**config.mk**
```make
export PLATFORM = sky130hd
export DESIGN_NAME = serial_full_subtractor
export DESIGN_NICKNAME = d
export VERILOG_FILES = /design/src/rtl/serial_full_subtractor.sv
export SDC_FILE = /design/constraint.sdc
export NUM_CORES = 1
export LEC_CHECK = 0
export ABC_AREA = 1
export CORE_MARGIN = 2
export CORE_UTILIZATION = 46
export CTS_CLUSTER_SIZE = 40
export DETAILED_ROUTE_END_ITERATION = 12
export PLACE_DENSITY_LB_ADDON = 0.25
export SLEW_MARGIN = 10
export SYNTH_ARGS = -nofsm -noshare
export SYNTH_HDL_FRONTEND = slang
export SYNTH_SLANG_ARGS = --single-unit
```
**constraint.sdc**
```tcl
create_clock -name clk -period 1.36 [get_ports clk]
set_input_delay 0.408 -clock clk [delete_from_list [all_inputs] [get_ports clk]]
set_output_delay 0.408 -clock clk [all_outputs]
set_load 0.03 [all_outputs]
```
**src/rtl/serial_full_subtractor.sv**
```systemverilog
// Bit-serial subtractor: diff = a - b - bin over WIDTH bits, LSB first, one cell per cycle.
// Optional `define SERSUB_OVF_EN adds a registered two's-complement overflow output (ovf).
module serial_full_subtractor #(
  parameter int WIDTH = 8
) (
  input  logic             clk,
  input  logic             rst,
  input  logic             start,
  input  logic [WIDTH-1:0] a,
  input  logic [WIDTH-1:0] b,
  input  logic             bin,
  output logic             busy,
  output logic             done,
  output logic [WIDTH-1:0] diff,
  output logic             bout
`ifdef SERSUB_OVF_EN
  ,
  output logic             ovf
`endif
);

  typedef enum logic {
    IDLE  = 1'b0,
    SHIFT = 1'b1
  } state_t;

  localparam int              CW   = $clog2(WIDTH + 1);
  localparam logic [CW-1:0]   LAST = CW'(WIDTH - 1);

  state_t           state;
  logic [WIDTH-1:0] a_sh;
  logic [WIDTH-1:0] b_sh;
  logic [WIDTH-1:0] d_sh;
  logic             brw;
  logic [CW-1:0]    cnt;

  logic             x;
  logic             y;
  logic             d;
  logic             brw_next;
  logic [WIDTH-1:0] d_sh_next;

  // NOTE: combinational cell logic uses blocking '=' and assigns every output
  // unconditionally, so no storage (latch) can be inferred here.
  always_comb begin
    x        = a_sh[0];
    y        = b_sh[0];
    d        = x ^ y ^ brw;
    brw_next = (~x & y) | (~(x ^ y) & brw);
  end

  // The result enters at the MSB; a 1-bit result is just the cell output.
  generate
    if (WIDTH == 1) begin : g_one
      assign d_sh_next = d;
    end else begin : g_many
      assign d_sh_next = {d, d_sh[WIDTH-1:1]};
    end
  endgenerate

  // The oldest accumulator bit is always shifted out before it can be consumed.
  logic unused_d_sh_lsb;
  assign unused_d_sh_lsb = d_sh[0];

  // NOTE: all state updates use non-blocking '<=' so every flop samples the
  // pre-edge values; the reset branch is asynchronous and clears every register.
  always_ff @(posedge clk or posedge rst) begin
    if (rst) begin
      state <= IDLE;
      a_sh  <= '0;
      b_sh  <= '0;
      d_sh  <= '0;
      brw   <= 1'b0;
      cnt   <= '0;
      busy  <= 1'b0;
      done  <= 1'b0;
      diff  <= '0;
      bout  <= 1'b0;
`ifdef SERSUB_OVF_EN
      ovf   <= 1'b0;
`endif
    end else begin
      done <= 1'b0;
      case (state)
        IDLE: begin
          if (start) begin
            a_sh  <= a;
            b_sh  <= b;
            brw   <= bin;
            cnt   <= '0;
            busy  <= 1'b1;
            state <= SHIFT;
          end
        end
        SHIFT: begin
          a_sh <= a_sh >> 1;
          b_sh <= b_sh >> 1;
          brw  <= brw_next;
          d_sh <= d_sh_next;
          cnt  <= cnt + 1'b1;
          if (cnt == LAST) begin
            diff  <= d_sh_next;
            bout  <= brw_next;
`ifdef SERSUB_OVF_EN
            // brw is the borrow into the MSB stage, brw_next the borrow out of it.
            ovf   <= brw ^ brw_next;
`endif
            done  <= 1'b1;
            busy  <= 1'b0;
            state <= IDLE;
          end
        end
        default: state <= IDLE;
      endcase
    end
  end

endmodule

```
==> reports/qor.txt <==
outcome: completed
Synth Warn #: 0
R2R Setup Slk: 0.17 ns
worst-path fanout max: 2
CTS Root Cell: clkbuf_8
Synth Net Count: 215
Slew HR: 78.5%
Cell Rows: 22
most common cell after layout, fill and taps aside: nand2_1
layout cell share with drive strength beyond 1: 17.0%
initial antenna violation count: 0
Simple-Gate Fraction of Synth Area: 30.3%
Final Skew: 0.00413 ns
Die Span Y: 65.4 um
total net switching power: 0.00178 W
sequential fraction of design power: 43.6%
Die Area: 4270 sq um
H-tree depth: 2
WHS: 0.473 ns
critical path arrival: 0.86 ns
WP data required: 0.95 ns
combinational family with the most area after synthesis: simple AND/OR/NAND/NOR gates
maximum VDD drop: 802 uV
synthesized area per cell: 8.98 sq um
xor-xnor portion of the synthesized cell area: 0%
ratio of final minimum period to clock period: 93.1%
Clock Power Share: 16.1%
Filler Cell Count: 346
# DRC: 0
FF+latch count, synth: 40
DP HPWL: 2070 um
Fin Setup TNS: 0 ns
crit path capture type: output port
Worst Hold Class: input pin to asynchronous set/reset pin
# IOs: 31
pre-CTS setup slack: -0.161 ns
Clock Pin Slew Worst Setup and Hold Paths: 0.07 ns
Post-Synth Adder-Cell Area: 1.88%
WP buf/inv: 1
CTS tree: yes
Post-DRT Antenna Nets: 0
Max-cap violations: 0
RSZ-0062 raised after global routing: false
area occupied by multi-input gates: 607 sq um
Congestion Overflow GR: 0
Hold Vio Cnt, Final: 0
Max Slew Vio Count: 0
Total Power: 0.00452 W
Net Sw Frac: 39.4%
initial core utilization: 47.7%
Int Power: 0.00274 W
register area: 1000 sq um
top sig layer: met4
pwr dens: 2100 nW/um^2
crit path kind: flop to output port
first-pass GRT wire length: 5330 um
met2 WL: 1410 um
Gate power share: 40.3%
Leak: 1.11 nW
crit path max-delay cell type: dfrtp_1
worst skew pair latency: 0.29 ns
PortBufs: 30
deepest clock path buffer count: 2
fin nets: 252
commonest cells after routing, fill and taps aside: nand2_1 (80), dfrtp_1 (40), nand3_1 (26), clkdlybuf4s50_1 (19), buf_4 (16)
largest net degree at the start of global routing: 41
Routed WL per cell: 10.8 um
Final min period: 1.27 ns
clk sinks: 40
met1 wire length: 1400 um
DRT iter0 DRCs: 47
Netlist cell types: 19
synthesized area: 1730 sq um
CP startpoint kind: flop
Compound-Gate Fraction of Synth Area: 2.60%
drt first pass iters: 4
vias after detailed routing: 1,289
multiplexer area fraction after synthesis: 0%
global placer's final weighted congestion: 0.737
WL final: 3020 um
GRT Total Usage: 16.7%
Worst-Margin Slew: 0.323 ns
Num CTS Buffers: 5
Final Setup Violations: 0
CP max stage delay: 0.40 ns
die width: 65.4 um
FMAX: 0.790 GHz
ANT cells: 0
final setup margin: 0.0939 ns
cts-stage hold buffer count: 0
post-synthesis sequential area ratio: 57.8%
CP delay by family, top: flip-flops
met3 wire length: 146 um
vias in the first global route: 1,293
via-per-instance ratio: 4.64
Synth Instances: 193
area added between synthesis and finish: 24.5%
worst-path cell chain: buf_4
Core ar.: 3630 sq um
[logic make-up after synthesis]
group,count (synthesis)
adders and majority gates,2
AOI/OAI and AO/OA,9
DFF,40
buffers and inverters,21
and+or+nand+nor,121
[power by group through the flow]
stage	Clock (W)	Sequential, W	Combinational, W
detailed placement	0	0.00199	0.00176
global route	0.000801	0.00203	0.00208
finish	0.000728	0.00197	0.00182
CTS	0.000751	0.00197	0.00177
floorplan	0	0.00217	0.00110
global placement	0	0.00198	0.00172
[stage by stage]
stage                     cell area, sq um  std cells  util [%]
final                                 2160        278      59.4
after global routing                  2160        278      59.4
after CTS                             2130        276      58.5
after detailed placement              2050        269      56.4
after global placement                2050        269      56.4
after floorplan                       1730        193         -
[synth_stat cells, drive strengths merged]
master,instances,area (sq um)
a21oi,1,5.00
buf,7,67.6
dfrtp,40,1000
fa,1,20.0
ha,1,12.5
inv,14,62.6
nand2,90,368
nand3,26,130
nor2,5,26.3
o21ai,8,40.0
[state kept, by name, indices dropped and copies added, names as in the netlist]
| register | flops |
|---|---|
| a_sh | 8 |
| b_sh | 8 |
| bout | 1 |
| brw | 1 |
| busy | 1 |
| cnt | 4 |
| d_sh | 7 |
| diff | 8 |
| done | 1 |
| state | 1 |
[tightest hold or removal path: cells and delay by family]
kind | cells | cell delay [ns]
buffers and inverters | 3 | 0.72
[area by class of cell]
class / instances / share of cell area (%)
Clock buffer: 6 / 3.36
Clock inverter: 1 / 0.232
Inverter: 14 / 2.90
Multi-Input combinational cell: 132 / 28.1
Sequential cell: 40 / 46.4
Tap cell: 48 / 2.78
Timing Repair Buffer: 37 / 16.2
[what timing repair did]
action | 4_1_cts | 5_1_grt
endpoints found under the setup margin | 0 | 12
setup buffers | 0 | 2
resized for setup | 0 | 1
[worst paths after layout]
check,startpoint,cells past startpoint,to
min reg2reg,diff[6],2,diff[6]
min,rst,3,diff[5]
max reg2reg,cnt[0],6,diff[2]
max in group asynchronous,rst,3,a_sh[4]
min in group clk,diff[6],2,diff[6]
max,busy,1,busy
[metal layers]
metal  up-vias  global-route usage (%)
li1        671                       -
met1       582                    18.8
met2        31                    29.3
met3         5                    4.11
met4         0                    8.59
met5         -                       0
Note: power is estimated with default switching activity, not from simulation.
==> patch (same settings) <==
Register the output `done` once more; this adds one clock of latency there. The other outputs are not delayed to match.
--- a/src/rtl/serial_full_subtractor.sv
+++ b/src/rtl/serial_full_subtractor.sv
@@ -26,6 +26,8 @@
 
   localparam int              CW   = $clog2(WIDTH + 1);
   localparam logic [CW-1:0]   LAST = CW'(WIDTH - 1);
+
+  logic done_s0;
 
   state_t           state;
   logic [WIDTH-1:0] a_sh;
@@ -73,14 +75,14 @@
       brw   <= 1'b0;
       cnt   <= '0;
       busy  <= 1'b0;
-      done  <= 1'b0;
+      done_s0 <= 1'b0;
       diff  <= '0;
       bout  <= 1'b0;
 `ifdef SERSUB_OVF_EN
       ovf   <= 1'b0;
 `endif
     end else begin
-      done <= 1'b0;
+      done_s0 <= 1'b0;
       case (state)
         IDLE: begin
           if (start) begin
@@ -105,7 +107,7 @@
             // brw is the borrow into the MSB stage, brw_next the borrow out of it.
             ovf   <= brw ^ brw_next;
 `endif
-            done  <= 1'b1;
+            done_s0 <= 1'b1;
             busy  <= 1'b0;
             state <= IDLE;
           end
@@ -115,5 +117,9 @@
     end
   end
 
+  always_ff @(posedge clk) begin
+    done <= done_s0;
+  end
+
 endmodule
 
Formal check against the unedited RTL: not equivalent (a bounded check fails within 10 cycles, from zero or initial values and one cycle with rst high).
==> patch against the original RTL <==
- synthesized cell count grew 0.52%
- sequential cell count grew 1
- final cell count grew 0.72%
- power grew 2.1%
- area after synthesis grew 1.2%
- routed wire length shrank 0.17%
- maximum frequency grew 0.94%
- worst setup slack gained 0.012 ns
- critical path depth is the same
- cell area grew 1.5%
==> patch: results (changes against the original RTL) <==
stage	metric	value	unit	change
global_routing	vias in the first global route	1249		was 1293
routing	met2 WL post-DR	1.42	mm	was 1.41 mm
clocking	clock root cell	clkbuf_8		unchanged
global_routing	grt met2 use	27.1	%	was 29.3%
clocking	post-cts sizing count	1		was 0
synth	Synth Flop Type	dfrtp_1		unchanged
power	Comb power	1830	uW	
synth	Syn Nets	216		was 215
worst_hold_path	Hold Path Cell Cnt	0		
synth	Ys Warns	0		unchanged
routing	via/cell ratio	4.67		was 4.64
finish	fillers	351		was 346
finish	ANT cells	0		unchanged
setup_path	r2r worst-path depth	6		unchanged
global_routing	Total GRT Usage	16.6	%	was 16.7%
place	Final GP Congestion	0.767		was 0.737
global_routing	met3 Use GR	5.14	%	was 4.11%
global_routing	first-pass GRT wire length	5.43	mm	was 5.33 mm
finish	# nets final	253		was 252
place	placed wire-length estimate	2.12	mm	was 2.07 mm
setup_path	r2r setup slk	0.16	ns	
setup_path	critical path peak fanout	2		unchanged
place	cell area after placement	0.00207	sq mm	was 0.00205 sq mm
clocking	htree depth	2		unchanged
timing	Clock Skews	0.00465	ns	was 0.00413 ns
setup_path	Crit Reg-Reg Endpoint	state		was diff[2]
worst_hold_path	Hold Path Class	flip-flop to flip-flop		was input pin to async pin
synth	synthesized area per cell	9.04	sq um	was 8.98 sq um
power	Net Sw Power	1780	uW	about the same
place	Cell Count Post-Placement	270		was 269
finish	share of cells above drive strength 1	16.8	%	was 17.0%
timing	Rel. slew slack	85.2	%	was 78.5%
synth	synth cell count leaders	80 x nand2_1, 40 x dfrtp_1, 26 x nand3_1, 10 x inv_1, 9 x nand2_2		unchanged
power	LEAKAGE	0.00113	uW	was 0.00111 uW
synth	ys async rst share	97.6	%	was 100%
routing	routed length per placed instance	10.8	um	about the same
power	Clk power	801	uW	was 728 uW
global_routing	met1 Usage GRT	20.7	%	was 18.8%
global_routing	initial antenna violation count	0		unchanged
clocking	CTS Buf Count	5		unchanged
routing	DR WL met3	163	um	was 146 um
routing	first drt pass iteration count	4		unchanged
routing	Starting DRT DRC Count	68		was 47
timing	Final Hold Slack	0.343	ns	was 0.473 ns
clocking	clk_lat worst skew	0.29	ns	about the same
clocking	# Post-CTS Setup Buffers	0		unchanged
setup_path	Setup CP Type	flip-flop to output pin		unchanged
routing	WL met1	1.38	mm	was 1.40 mm
routing	Detailed Route WL	3.01	mm	was 3.02 mm
synth	dominant cells by area after synthesis	dfrtp_1 57%, nand2_1 17%, nand3_1 7.4%		was dfrtp_1 58%, nand2_1 17%, nand3_1 7.5%
synth	sequential share of the synthesized area	58.2	%	was 57.8%
setup_path	Crit path largest cell delay	0.39	ns	
setup_path	RR Startpoint	cnt[0]		unchanged
setup_path	family with the most delay on the worst path	flip-flops		unchanged
power	VDD IR-drop max	0.912	mV	was 0.802 mV
place	Setup Slack @ Placement	-0.124	ns	was -0.161 ns
power	Power, Total	4620	uW	was 4520 uW
status	status	finished, final reports clean		unchanged
synth	Yosys cell types	20		was 19
patch: changes by cell type after synthesis:
cell,change
dfxtp_1,+1
patch: area by class of cell:
type	count	area [sq um]	area share, %
Clock buffer	8	90.1	4.11
Inverter	14	62.6	2.86
Multi-Input combinational cell	132	607	27.7
Tap cell	48	60.1	2.74
Timing Repair Buffer	37	350	16.0
Sequential cell	41	1020	46.6
patch: worst max path at each step:
stage	start	endpoint	slack, ns	cells past startpoint
after global routing	busy	busy	0.07	1
after detailed placement	start	b_sh[5]	-0.12	5
after CTS	cnt[0]	state	0.06	6
after global placement	start	b_sh[6]	-0.1	5
after floorplan	rst	a_sh[0]	0.03	1
final	bout	bout	0.11	1
patch: cell families (layout without fill, tap and decap cells):
kind of cell               count (synthesis)  after routing  synth area share, %
and+or+nand+nor                          121            121                 29.9
DFF                                       41             41                 58.2
buffers and inverters                     21             59                 7.42
AOI/OAI and AO/OA                          9              9                 2.57
adders and majority gates                  2              2                 1.86
